[config.mk]
export PLATFORM = sky130hd
export DESIGN_NAME = adder_lane_pipe
export DESIGN_NICKNAME = d
export VERILOG_FILES = /design/src/rtl/adder_lane_pipe.sv
export SDC_FILE = /design/constraint.sdc
export NUM_CORES = 1
export LEC_CHECK = 0
export ABC_CLOCK_PERIOD_IN_PS = 9400
export BUFFER_PORTS_ARGS = -buffer_cell sky130_fd_sc_hd__buf_4
export CAP_MARGIN = 20
export CORE_UTILIZATION = 27
export DETAILED_ROUTE_END_ITERATION = 10
export PLACE_DENSITY_LB_ADDON = 0.12
export SYNTH_ARGS = -nofsm -noshare
export SYNTH_HDL_FRONTEND = slang
export SYNTH_SLANG_ARGS = --single-unit
[constraint.sdc]
create_clock -name clk -period 9.4 [get_ports clk]
set_input_delay 2.35 -clock clk [delete_from_list [all_inputs] [get_ports clk]]
set_output_delay 2.35 -clock clk [all_outputs]
set_load 0.01 [all_outputs]
[src/rtl/adder_lane_pipe.sv]
// Two-stage valid/ready adder bank: bitwise half-add, per-lane add, or one chained wide add.
// Define ADDER_SAT_EN to make modes 1/2 saturate to all-ones on carry-out.

module adder_lane #(
  parameter int WIDTH = 8
) (
  input  logic [1:0]       mode,
  input  logic [WIDTH-1:0] a,
  input  logic [WIDTH-1:0] b,
  input  logic             ci,
  output logic             co,
  output logic [WIDTH-1:0] sum,
  output logic [WIDTH-1:0] cout
);
  logic [WIDTH:0] raw;

  assign raw = {1'b0, a} + {1'b0, b} + {{WIDTH{1'b0}}, ci};
  assign co  = raw[WIDTH];

  always_comb begin
    sum  = a ^ b;
    cout = a & b;
    case (mode)
      2'd1: begin
`ifdef ADDER_SAT_EN
        sum = raw[WIDTH] ? {WIDTH{1'b1}} : raw[WIDTH-1:0];
`else
        sum = raw[WIDTH-1:0];
`endif
        cout = {{(WIDTH-1){1'b0}}, raw[WIDTH]};
      end
      // chained: carry leaves through co, wide saturation is decided at the top
      2'd2: begin
        sum  = raw[WIDTH-1:0];
        cout = '0;
      end
      default: ;
    endcase
  end
endmodule

module adder_lane_pipe #(
  parameter int WIDTH = 8,
  parameter int LANES = 4
) (
  input  logic                   clk,
  input  logic                   rst_n,
  input  logic                   in_valid,
  output logic                   in_ready,
  input  logic [1:0]             mode,
  input  logic [LANES*WIDTH-1:0] a,
  input  logic [LANES*WIDTH-1:0] b,
  input  logic [LANES-1:0]       cin,
  output logic                   out_valid,
  input  logic                   out_ready,
  output logic [LANES*WIDTH-1:0] sum,
  output logic [LANES*WIDTH-1:0] cout
);
  typedef struct packed {
    logic [1:0]                   mode;
    logic [LANES-1:0][WIDTH-1:0]  a;
    logic [LANES-1:0][WIDTH-1:0]  b;
    logic [LANES-1:0]             cin;
  } req_t;

  typedef struct packed {
    logic [LANES-1:0][WIDTH-1:0]  sum;
    logic [LANES-1:0][WIDTH-1:0]  cout;
  } rsp_t;

  req_t                        s1;
  rsp_t                        s2, nxt;
  logic [2:1]                  vld_pipe;
  logic                        s2_load, in_fire, wide_co;
  logic [LANES-1:0][WIDTH-1:0] lane_sum, lane_cout;

  assign s2_load  = vld_pipe[1] && (!vld_pipe[2] || out_ready);
  assign in_ready = !vld_pipe[1] || s2_load;
  assign in_fire  = in_valid && in_ready;

  // Lane l takes its own cin in mode 1, otherwise the carry rippling out of lane l-1.
  for (genvar l = 0; l < LANES; l++) begin : g_lane
    logic ci, co;
    if (l == 0) begin : g_first
      assign ci = s1.cin[0];
    end else begin : g_rest
      assign ci = (s1.mode == 2'd1) ? s1.cin[l] : g_lane[l-1].co;
    end
    adder_lane #(.WIDTH(WIDTH)) u_lane (
      .mode (s1.mode),
      .a    (s1.a[l]),
      .b    (s1.b[l]),
      .ci   (ci),
      .co   (co),
      .sum  (lane_sum[l]),
      .cout (lane_cout[l])
    );
  end

  assign wide_co = g_lane[LANES-1].co;

  always_comb begin
    nxt.sum  = lane_sum;
    nxt.cout = lane_cout;
    if (s1.mode == 2'd2) begin
      nxt.cout[0][0] = wide_co;
`ifdef ADDER_SAT_EN
      if (wide_co) nxt.sum = '1;
`endif
    end
  end

  always_ff @(posedge clk or negedge rst_n) begin
    if (!rst_n) begin
      vld_pipe <= '0;
      s1       <= '0;
      s2       <= '0;
    end else begin
      if (in_fire) begin
        s1.mode <= mode;
        s1.a    <= a;
        s1.b    <= b;
        s1.cin  <= cin;
      end
      if (s2_load) s2 <= nxt;
      vld_pipe[1] <= in_fire || (vld_pipe[1] && !s2_load);
      vld_pipe[2] <= s2_load || (vld_pipe[2] && !out_ready);
    end
  end

  assign out_valid = vld_pipe[2];
  assign sum       = s2.sum;
  assign cout      = s2.cout;
endmodule

==> metrics list, run 1 <==
* Fin area: 0.00860 mm²
- Power Dens Cells: 257 mW/mm²
- CTS Buf Count: 17
* Max cap viols: 0
- Part of the cycle the worst path needs: 0.826
* Final Worst Setup Slack: 1.64 ns
- Drt drc: 0
* Proportion of synthesized flip-flops having asynchronous set or reset: 1.00
* Dominant combinational cell family by area after synthesis: multiplexers
- TritonCTS built the clock tree.
- Summed over all layers, the routed wires come to 17,000 µm.
- R2R cell count: 28
* Worst reg2reg setup slack: 1.64 ns
- In this run the static leakage power is 3.92 nW.
- Antenna violations before repair: 0
* Clock Tree Buf Depth: 2
- In this run the critical register-to-register path is captured at cout[0].
- The via count of the first global-routing pass came to 5,190.
- Overall Power: 2.21 mW
- Share of layout cells above drive strength 1: 0.345
- By count the netlist is led by sky130_fd_sc_hd__dfrtp_1 (136), sky130_fd_sc_hd__nand2_1 (95), sky130_fd_sc_hd__mux2_2 (72).
- CTS HTree Levels: 4
- After detailed routing, the average wire length per cell comes to 16.1 µm.
- First drt pass iteration count: 4
- Die ar.: 0.0252 mm²
- A synthesized cell averages 11.1 µm².
- Entering global routing, the biggest net connects 113 pins.
- Most common cell in the synthesized netlist: sky130_fd_sc_hd__dfrtp_1
* Post-CTS sizing: 0
- CP max stage cell: sky130_fd_sc_hd__fa_1
- Startpoint of the lowest-slack register-to-register path: s1[4]
- Required time of the worst setup path: 9.70 ns
* Most used cell, CP: sky130_fd_sc_hd__fa_1
- Boundary Pins: 140
- Final Critical Period: 7.76 ns
* Port-buffer cells: 139
- Count of cell types in the netlist: 45
- The largest single stage delay on the critical path is 0.45 ns.
- Syn-to-layout area delta: 29.6%
- Post-CTS Setup Bufs: 0
- Setup tns final: 0 ns
- Antenna Diode Count: 0
- Worst max-slew margin expressed relative to the limit: 0.321
- By area the synthesized netlist is led by sky130_fd_sc_hd__dfrtp_1 (51%), sky130_fd_sc_hd__mux2_2 (12%), sky130_fd_sc_hd__ha_1 (6.4%), sky130_fd_sc_hd__nand2_1 (5.4%), sky130_fd_sc_hd__o21ai_0 (4.9%).
- Hold repair after CTS inserted 0 buffers.
* Critical path capture point type: flip-flop
- Top achievable clock speed: 0.129 GHz
- During synthesis, Yosys emitted a total of 0 warnings.
- Number of enable-type register cells in the synthesized netlist: 0
* Compound-cell area share of the yosys netlist: 0.116
* Data arrival time of the critical path: 8.06 ns
- In this run the remaining antenna-violating nets after routing total 0.
- For this run, the total global-route usage over all layers was measured as 0.142.
- Counting every sink on the clock net gives 136.
- The die is 159 µm tall.
* Fin nets: 844
* Worst setup SP type: flip-flop
- Count of final setup violators: 0
- Remaining Overflow, GRT: 0
- Clk root buf: sky130_fd_sc_hd__clkbuf_16
- Once placement finished, the instance area stood at 0.00798 mm².
- Core Footprint: 0.0238 mm²
* Share of the synthesized area in the top cell type: 0.513
- In this run, synthesis produced a sequential element count of 136.
- The flow ran to the end, and the final reports show no timing, DRC or antenna violations.
- Post-synthesis share of cell area spent on full adders, half adders and majority gates: 0.0883
* Synthesized area: 0.00663 mm²
- Detailed-route via count: 4,809
* Number of placement rows: 56
- Max-slew violation count: 0
- At the pin with the least slew margin, the transition time is 1.02 ns.
- The first global-routing pass estimated 28,100 µm of wire.
* Worst-path clk slew: 0.06 ns
* Class of the tightest hold or removal check: reg2reg
* Placement Setup Slack: 1.70 ns
- Post-synthesis sequential area ratio: 0.513
* Final Core Density: 0.362
* Die width: 159 µm
- sky130_fd_sc_hd__dfrtp_1 takes more of the synthesized area than any other cell.
- The most used flip-flop cell after synthesis is sky130_fd_sc_hd__dfrtp_1.
- Multiplexer share of the synthesized area: 0.133
- Total nets after synthesis: 712
- Across the VDD grid, the largest voltage drop is 0.0988 mV.
* Timing endpoint of the critical path: cout[0]
- At the end of routability-driven placement, the weighted congestion stood at 0.729.
* Final Skew: 0.0132 ns
- Final Hold Fails: 0
- Hold depth: 2
- Number of cells produced by synthesis: 596
- Of the total synthesized cell area, the portion taken by AND, OR, NAND and NOR gates is 0.0973.
- Iter 0 DRT Violations: 157
- Crit Path Max Fanout: 3
* Launching element of the worst setup path: s1[4]
* Area share of xor/xnor cells in the synthesized design: 0.0264
- Post-DP HPWL: 12,000 µm
* Layout fillers: 2,403
- Insertion delay to the later sink of the worst-skew pair: 0.42 ns
- For this configuration, the core starts out at a cell density of 0.279.
- Routed vias/inst: 4.54
- The critical path is of the reg2reg type.
- Setup repair after global routing left no endpoint under its margin.
layout by cell type (no fill, tap or decap), types with 6 or more instances in the layout:
cell type	instances
sky130_fd_sc_hd__a21o_1	9
sky130_fd_sc_hd__a21oi_1	25
sky130_fd_sc_hd__buf_4	140
sky130_fd_sc_hd__clkbuf_16	17
sky130_fd_sc_hd__dfrtp_1	136
sky130_fd_sc_hd__fa_1	8
sky130_fd_sc_hd__ha_1	33
sky130_fd_sc_hd__inv_1	10
sky130_fd_sc_hd__mux2_2	72
sky130_fd_sc_hd__mux2i_1	7
sky130_fd_sc_hd__nand2_1	94
sky130_fd_sc_hd__nand3_1	8
sky130_fd_sc_hd__nor2_1	22
sky130_fd_sc_hd__nor2b_1	6
sky130_fd_sc_hd__o21ai_0	65
sky130_fd_sc_hd__xnor2_1	16
critical path: cells and delay by family (launching register included):
kind | cells | cell delay (ns)
fa+ha+maj | 8 | 3.10
compound gates | 13 | 2.97
mux | 2 | 0.65
flops | 1 | 0.40
simple gates | 3 | 0.40
buf+inv | 2 | 0.13
where the power goes:
| part | switching [mW] | internal [mW] |
|---|---|---|
| sequential | 0.0870 | 0.720 |
| clock | 0.280 | 0.405 |
| combinational | 0.370 | 0.347 |
| total | 0.736 | 1.47 |
how the worst min path moves through the flow:
stage | from | end | slack (ns)
6_report | cout[7] | cout[7] | 0.48
5_1_grt | cout[7] | cout[7] | 0.51
4_1_cts | cout[28] | cout[28] | 0.49
3_5_place_dp | cout[28] | cout[28] | 0.48
3_3_place_gp | cout[7] | cout[7] | 0.46
2_1_floorplan | s1[1] | s1[1] | 0.47
cell type report:
class | instances | area (µm²) | share of cell area
timing repair buffer | 142 | 1080 | 0.126
inverter | 10 | 37.5 | 0.00437
clock buffer | 18 | 439 | 0.0511
clock inverter | 14 | 161 | 0.0188
sequential | 136 | 3400 | 0.396
tap | 319 | 399 | 0.0464
multi-input combinational | 421 | 3080 | 0.358
cells by family (layout without fill, tap and decap cells):
family | count (synthesis) | in the layout
simple gates | 151 | 151
flops | 136 | 136
compound gates | 129 | 129
mux | 79 | 79
fa+ha+maj | 42 | 42
buf+inv | 39 | 184
xor+xnor | 20 | 20
sequential cells by signal, indices dropped and copies added (netlist names):
register / cells
s1: 69
cout: 32
sum: 32
vld_pipe: 2
g_lane.ci: 1
through the flow:
step	cells	hold WS (ns)
6_report	1060	0.478
5_1_grt	1060	0.510
4_1_cts	1059	0.491
3_5_place_dp	1027	0.475
3_3_place_gp	1027	0.456
2_1_floorplan	596	0.474
routing by layer:
layer / part of all wire / GRT usage / vias to the layer above / wire (µm)
met2: 0.50 / 0.243 / 90 / 8540
met1: 0.44 / 0.171 / 2360 / 7530
met4: 0.0074 / 0.0393 / 0 / 126
met5: 0 / 0 / - / 0
li1: - / - / 2354 / -
met3: 0.048 / 0.0434 / 5 / 819
Note: power is estimated with default switching activity, not from simulation.
==> inputs of run 2 (changes only) <==
ABC_AREA = 1   (was unset)
ABC_CLOCK_PERIOD_IN_PS = 7500   (was 9400)
clock period = 7.5 ns   (was 9.4 ns; I/O delays follow)
==> metrics list, run 2 <==
* CTS HTree Levels: 4
- The worst hold path begins at sum[6].
* Fin nets: 967
* Starting density of the core: 0.278
- Among the stages of the critical path, the cell type that occurs most often is sky130_fd_sc_hd__nand2_1.
- Power spread over the standard cell area amounts to 316 mW/mm².
- Slowest Stage Delay on Critical Path: 0.45 ns
* Count of cell types in the netlist: 25
- Worst setup SP type: flip-flop
* Worst-path clk slew: 0.06 ns
- Counting flops with an async set or reset pin after synthesis yields a share of 1.00.
- Setup repair after global routing missed its margin: false
- Detailed placement ended at an HPWL of 12,900 µm.
* Top achievable clock speed: 0.187 GHz
- The flow ran to the end, and the final reports show no timing, DRC or antenna violations.
* Hold depth: 2
- Clk root buf: sky130_fd_sc_hd__clkbuf_16
- Max-cap violations in this run came to 0.
- The library cell used most frequently in the layout, excluding fill and tap cells, is sky130_fd_sc_hd__nand2_1.
* Commonest cells post-synth: sky130_fd_sc_hd__nand2_1 (222), sky130_fd_sc_hd__dfrtp_1 (136), sky130_fd_sc_hd__inv_1 (59)
- Number of placement rows: 58
- Buffers added to address setup during post-CTS repair amount to 0.
- In the final layout, the share of cells above drive strength 1 is 0.284.
- CP max stage cell: sky130_fd_sc_hd__fa_1
- After detailed routing, the number of vias per cell comes to 4.37.
* Max-slew violation count: 0
* Flop and latch count out of synthesis: 136
- Detailed-route via count: 5,213
- The die is 164 µm tall.
* Total nets after synthesis: 833
* Worst hold margin: 0.480 ns
* Most common cell in the synthesized netlist: sky130_fd_sc_hd__nand2_1
* Top cell family by delay on the critical path: adder cells
- The count of buffers added on input and output ports is 139.
- Excluding fillers, the count of instances in the completed layout stands at 1,193.
* Cell types with the largest area share after synthesis: sky130_fd_sc_hd__dfrtp_1 (48%), sky130_fd_sc_hd__nand2_1 (12%), sky130_fd_sc_hd__mux2_4 (8.5%), sky130_fd_sc_hd__ha_1 (6.0%), sky130_fd_sc_hd__mux2_2 (4.0%)
- In this run the tightest slew margin relative to its limit is 0.473.
- The top cell types in the final layout, fill and taps aside, are sky130_fd_sc_hd__nand2_1 (222), sky130_fd_sc_hd__buf_4 (143), sky130_fd_sc_hd__dfrtp_1 (136).
- Clock Tree Buf Depth: 2
* Sinks on Clock Net: 136
- The routed design could run at a clock period as short as 5.36 ns.
- Data arrival time of the critical path: 5.63 ns
- The largest total area in the synthesized netlist belongs to sky130_fd_sc_hd__dfrtp_1.
- WL final: 18,400 µm
- Number of enable-type register cells in the synthesized netlist: 0
- Post-CTS Hold Buffers: 0
* Final Hold Fails: 0
- Iter 0 DRT Violations: 230
* Post-Syn Area per Cell: 9.83 µm²
* Endpoint of the lowest-slack register-to-register path: sum[28]
* Number of warnings reported in the yosys synthesis log: 0
* Dominant synthesized flop cell: sky130_fd_sc_hd__dfrtp_1
* Least-Margin Pin Slew: 0.791 ns
- Leakage dissipation: 4.57 nW
* Synthesized area: 0.00705 mm²
- Entering global routing, the biggest net connects 85 pins.
- Placed Cells incl. Taps: 1,162
- Worst IR drop on VDD: 0.125 mV
- Counting flops per register, the top entry is s1.
* Remaining Overflow, GRT: 0
- Once detail routing completed, the nets flagged for antenna violations numbered 0.
* Drt drc: 0
* First drt pass iteration count: 4
- The number of antenna violations at the first check in global routing is 0.
- The die covers 0.0268 mm².
* Buffers and inverters on the worst path: 2
- TritonCTS clock tree: done
* Antenna Diode Count: 0
- Boundary Pins: 140
* Final Skew: 0.00768 ns
* Insertion delay to the later sink of the worst-skew pair: 0.42 ns
- Required time of the worst setup path: 7.77 ns
- Crit Path Max Fanout: 3
- After routing, the total negative slack on setup checks comes to 0 ns.
* Critical path class: reg2reg
- First-pass GRT wire length: 29,800 µm
- Die width: 164 µm
- In this run, post-CTS repair resized a total of 0 instances.
- Startpoint of the lowest-slack register-to-register path: s1[4]
- Synthesis handed over a netlist of 717 instances.
- Setup slack on the worst reg-to-reg path comes out at 2.14 ns.
- Core Footprint: 0.0254 mm²
- Mean routed wirelength per cell: 15.5 µm
- Setup violations remaining at the end of the flow were counted as 0.
* Max FFs per register: 69
- In the global route stage, overall resource usage came out at 0.146.
- The share of the Yosys chip area taken by registers is 0.483.
* Global placer's final weighted congestion: 0.745
* R2R cell count: 27
* Via count of the first global-routing pass: 5,462
- Part of the cycle the worst path needs: 0.714
* Syn-to-layout area delta: 27.6%
- The worst hold path terminates at sum[6].
- Critical path capture point type: flip-flop
* Class of the tightest hold or removal check: reg2reg
- Share of the synthesized area in the top cell type: 0.483
- CTS Buf Count: 17
[run 2: changes by cell type after synthesis, moves of 8 or more]
cell                      previous run  this run
sky130_fd_sc_hd__o31ai_1             4        14
sky130_fd_sc_hd__buf_2              21         7
sky130_fd_sc_hd__a21o_1              9         0
sky130_fd_sc_hd__nand3_1             8        37
sky130_fd_sc_hd__xnor2_1            16         0
sky130_fd_sc_hd__inv_1              10        59
sky130_fd_sc_hd__o21ai_0            65        29
sky130_fd_sc_hd__nand2_1            95       222
sky130_fd_sc_hd__mux2_4              0        40
sky130_fd_sc_hd__mux2_2             72        25
sky130_fd_sc_hd__xor2_1              4        12
[run 2: where the power goes]
group	internal [mW]	switching, mW	leakage (nW)
Clock	0.595	0.332	0.312
Combinational	0.419	0.492	2.61
Sequential	0.896	0.111	1.65
Total	1.91	0.935	4.57
[run 2: final cells by class]
class,instances,area [µm²]
sequential,136,3400
timing repair buffer,145,1110
clock inverter,13,203
clock buffer,18,439
tap,330,413
multi-input combinational,491,3200
inverter,60,225
fill,2650,16400
[run 2: worst max path at each step]
stage,start,to,slack (ns),cells after the start
6_report,s1[4],sum[28],2.14,27
5_1_grt,s1[36],sum[30],1.63,30
4_1_cts,s1[4],sum[28],2.04,27
3_5_place_dp,s1[4],sum[28],2.13,27
3_3_place_gp,s1[4],sum[30],2.19,30
2_1_floorplan,s1[4],sum[30],2.66,30
[run 2: routing by layer]
| metal | up-vias | track usage | share of wire |
|---|---|---|---|
| met4 | 0 | 0.0455 | 0.012 |
| met5 | - | 0 | 0 |
| met3 | 15 | 0.0287 | 0.043 |
| li1 | 2618 | - | - |
| met2 | 102 | 0.236 | 0.46 |
| met1 | 2478 | 0.196 | 0.48 |
[run 2: cell families after synthesis]
| logic type | after synthesis | share of synthesized area |
|---|---|---|
| and+or+nand+nor | 289 | 0.163 |
| DFF | 136 | 0.483 |
| buffers and inverters | 90 | 0.0644 |
| AOI/OAI and AO/OA | 83 | 0.0664 |
| muxes | 65 | 0.125 |
| adders and majority gates | 42 | 0.0831 |
| xor gates and xnor gates | 12 | 0.0149 |
[run 2: per-stage QoR]
step	power [mW]	instance area (µm²)	setup slack, ns	utilization
finish	2.85	8990	2.14	0.354
global route	3.05	8990	1.63	0.354
CTS	2.90	8990	2.04	0.354
detailed placement	1.96	8350	2.13	0.329
global placement	1.95	8320	2.19	0.328
floorplan	1.57	7050	2.66	-
[run 2: tightest hold or removal path: stages, from the launching register on]
cell,delay (ns)
sky130_fd_sc_hd__dfrtp_1,0.34
sky130_fd_sc_hd__nand2_1,0.05
sky130_fd_sc_hd__nand2_1,0.05
==> inputs of run 3 (changes only) <==
ABC_CLOCK_PERIOD_IN_PS = 4600   (was 7500)
clock period = 4.6 ns   (was 7.5 ns; I/O delays follow)
==> metrics list, run 3 (same netlist as run 2, synthesis figures left out) <==
- Run status: finished with violations
- Violations in the final reports: setup timing
- Across the run, the number of max-cap violations was 0.
- In this run the worst path has a maximum fanout of 2.
- Dividing total power by cell area gives a power density of 502 mW/mm².
- Detailed-route via count: 5,422
- The congestion estimate from routability-driven global placement came to 0.735.
* Top achievable clock speed: 0.203 GHz
- Antenna violations before repair: 0
- Data on the critical path arrives at its endpoint at 5.19 ns.
- First drt pass iteration count: 5
* Setup repair after global routing missed its margin: true
- The finished cells cover 0.00947 mm².
- Summed over all layers, the global routing overflow is 0.
- Port-buffer cells: 139
* TritonCTS clock tree: done
- The die covers 0.0268 mm².
- Antenna-violating nets left: 0
- Required time of the worst setup path: 4.88 ns
- Leakage dissipation: 4.81 nW
- For this design, the CTS-stage hold fixing added 0 buffers.
- Detailed placement ended at an HPWL of 13,100 µm.
- Worst-path clk slew: 0.06 ns
* Final Skew: 0.00990 ns
- Drt drc: 0
- Die width: 164 µm
* Part of the cycle the worst path needs: 1.07
- At the pin with the least slew margin, the transition time is 0.954 ns.
- The largest single stage delay on the critical path is 0.39 ns.
* Critical path class: reg2reg
* Iter 0 DRT Violations: 176
- First-pass GRT wire length: 30,200 µm
- Leading cell type in the layout, fill and taps excluded: sky130_fd_sc_hd__nand2_1
- Clk root buf: sky130_fd_sc_hd__clkbuf_16
* GR Util All Layers: 0.149
- Class of the tightest hold or removal check: reg2reg
* Top cell family by delay on the critical path: buffers and inverters
- VDD sags by at most 0.261 mV.
- Among the stages of the critical path, the cell type that occurs most often is sky130_fd_sc_hd__buf_4.
* Boundary Pins: 140
* Most used cells in the layout excluding fill and tap cells: sky130_fd_sc_hd__nand2_1 (211), sky130_fd_sc_hd__buf_4 (195), sky130_fd_sc_hd__dfrtp_1 (136)
- Maximum number of pins on one net before global-route repair: 88
* Fin nets: 1,022
- Counting both buffers and inverters, the worst setup path holds a total of 20.
* Antenna Diode Count: 0
- Top reg by flops: s1
- Worst max-slew margin expressed relative to the limit: 0.363
- The count of final hold-check violations was 0.
- Final Critical Period: 4.91 ns
* Insertion delay to the later sink of the worst-skew pair: 0.42 ns
- STA classifies the critical path startpoint as a flip-flop.
* Max FFs per register: 69
- Dividing the detail-routed wire length by the instance count gives 15.2 µm.
- The H-tree was split into 4 levels.
- Setup slack on the critical path of the routed design comes to -0.314 ns.
- Clock tree synthesis inserted a total of 17 buffers.
* Overall Power: 4.76 mW
- Max-slew violation count: 0
* Via count of the first global-routing pass: 5,554
- STA classifies the critical path endpoint as a flip-flop.
* Placed instance area: 0.00855 mm²
* Count of final setup violators: 10
* Syn-to-layout area delta: 34.3%
- In the final layout, the share of cells above drive strength 1 is 0.358.
- The clock passes through at most 2 buffers.
- After floorplanning, the core was divided into 58 placement rows.
- Die Height: 164 µm
- CP max stage cell: sky130_fd_sc_hd__dfrtp_1
- Core Footprint: 0.0254 mm²
- WL final: 19,000 µm
* Routed vias/inst: 4.34
* Starting density of the core: 0.278
- Sinks on Clock Net: 136
-- run 3: cell count changes in the layout (fill, tap and decap cells not counted), sizes merged --
cell	before	now
clkinv	6	8
clkinvlp	2	1
buf	145	200
bufinv	5	2
clkbuf	18	21
-- run 3: through the flow --
stage               TNS [ns]  std cells  setup slack (ns)  hold slack (ns)  utilization
global placement       -1.92       1188            -0.402            0.469        0.337
detailed placement     -2.80       1188            -0.494            0.468        0.337
finish                 -2.24       1249            -0.314            0.483        0.373
global route           -4.47       1249            -0.530            0.504        0.373
CTS                    -2.27       1245            -0.338            0.489        0.371
floorplan                  0        717           0.00506            0.480            -
-- run 3: timing repair --
action                                  CTS  global route
pin swaps                                10            14
resized for setup                        27             6
endpoints found under the setup margin    9            11
setup buffers                            25             6
-- run 3: area by class of cell --
| cell class | instances | area (µm²) |
|---|---|---|
| inverters | 60 | 225 |
| fillers | 2594 | 15900 |
| flip-flops and latches | 136 | 3400 |
| well taps | 330 | 413 |
| clock inverters | 11 | 123 |
| repair buffers | 200 | 1530 |
| multi-input cells | 491 | 3300 |
| clock buffers | 21 | 470 |
-- run 3: per-layer routing --
metal,GRT usage,wire (µm),vias to the layer above,share of wire
met2,0.239,8730,115,0.46
met5,0,0,-,0
met4,0.0492,286,0,0.015
met3,0.0292,873,18,0.046
met1,0.200,9110,2566,0.48
li1,-,-,2723,-
-- run 3: worst paths after layout --
kind / from / endpoint / slack, ns / cells past startpoint
worst min register to register: cout[18] / cout[18] / 0.48 / 2
max in group asynchronous: rst_n / sum[25] / 2.89 / 2
worst max-delay path: s1[36] / sum[12] / -0.31 / 33
worst min-delay path: cout[18] / cout[18] / 0.48 / 2
worst max register to register: s1[36] / sum[12] / -0.31 / 33
min in group asynchronous: rst_n / s1[49] / 0.81 / 1
-- run 3: power breakdown --
group / internal [mW] / total, mW / switching (mW)
registers: 1.46 / 1.64 / 0.179
logic: 0.852 / 1.73 / 0.876
clock network: 0.842 / 1.39 / 0.546
total: 3.16 / 4.76 / 1.60
-- run 3: worst reg2reg max path, delay by kind of cell, from the launching register on --
family	cells	cell delay, ns
XOR/XNOR	1	0.16
AND/OR/NAND/NOR	6	0.42
buffers and inverters	20	2.29
flip-flops	1	0.39
adder cells (fa/ha/maj)	4	1.35
AO/OA/AOI/OAI	2	0.17
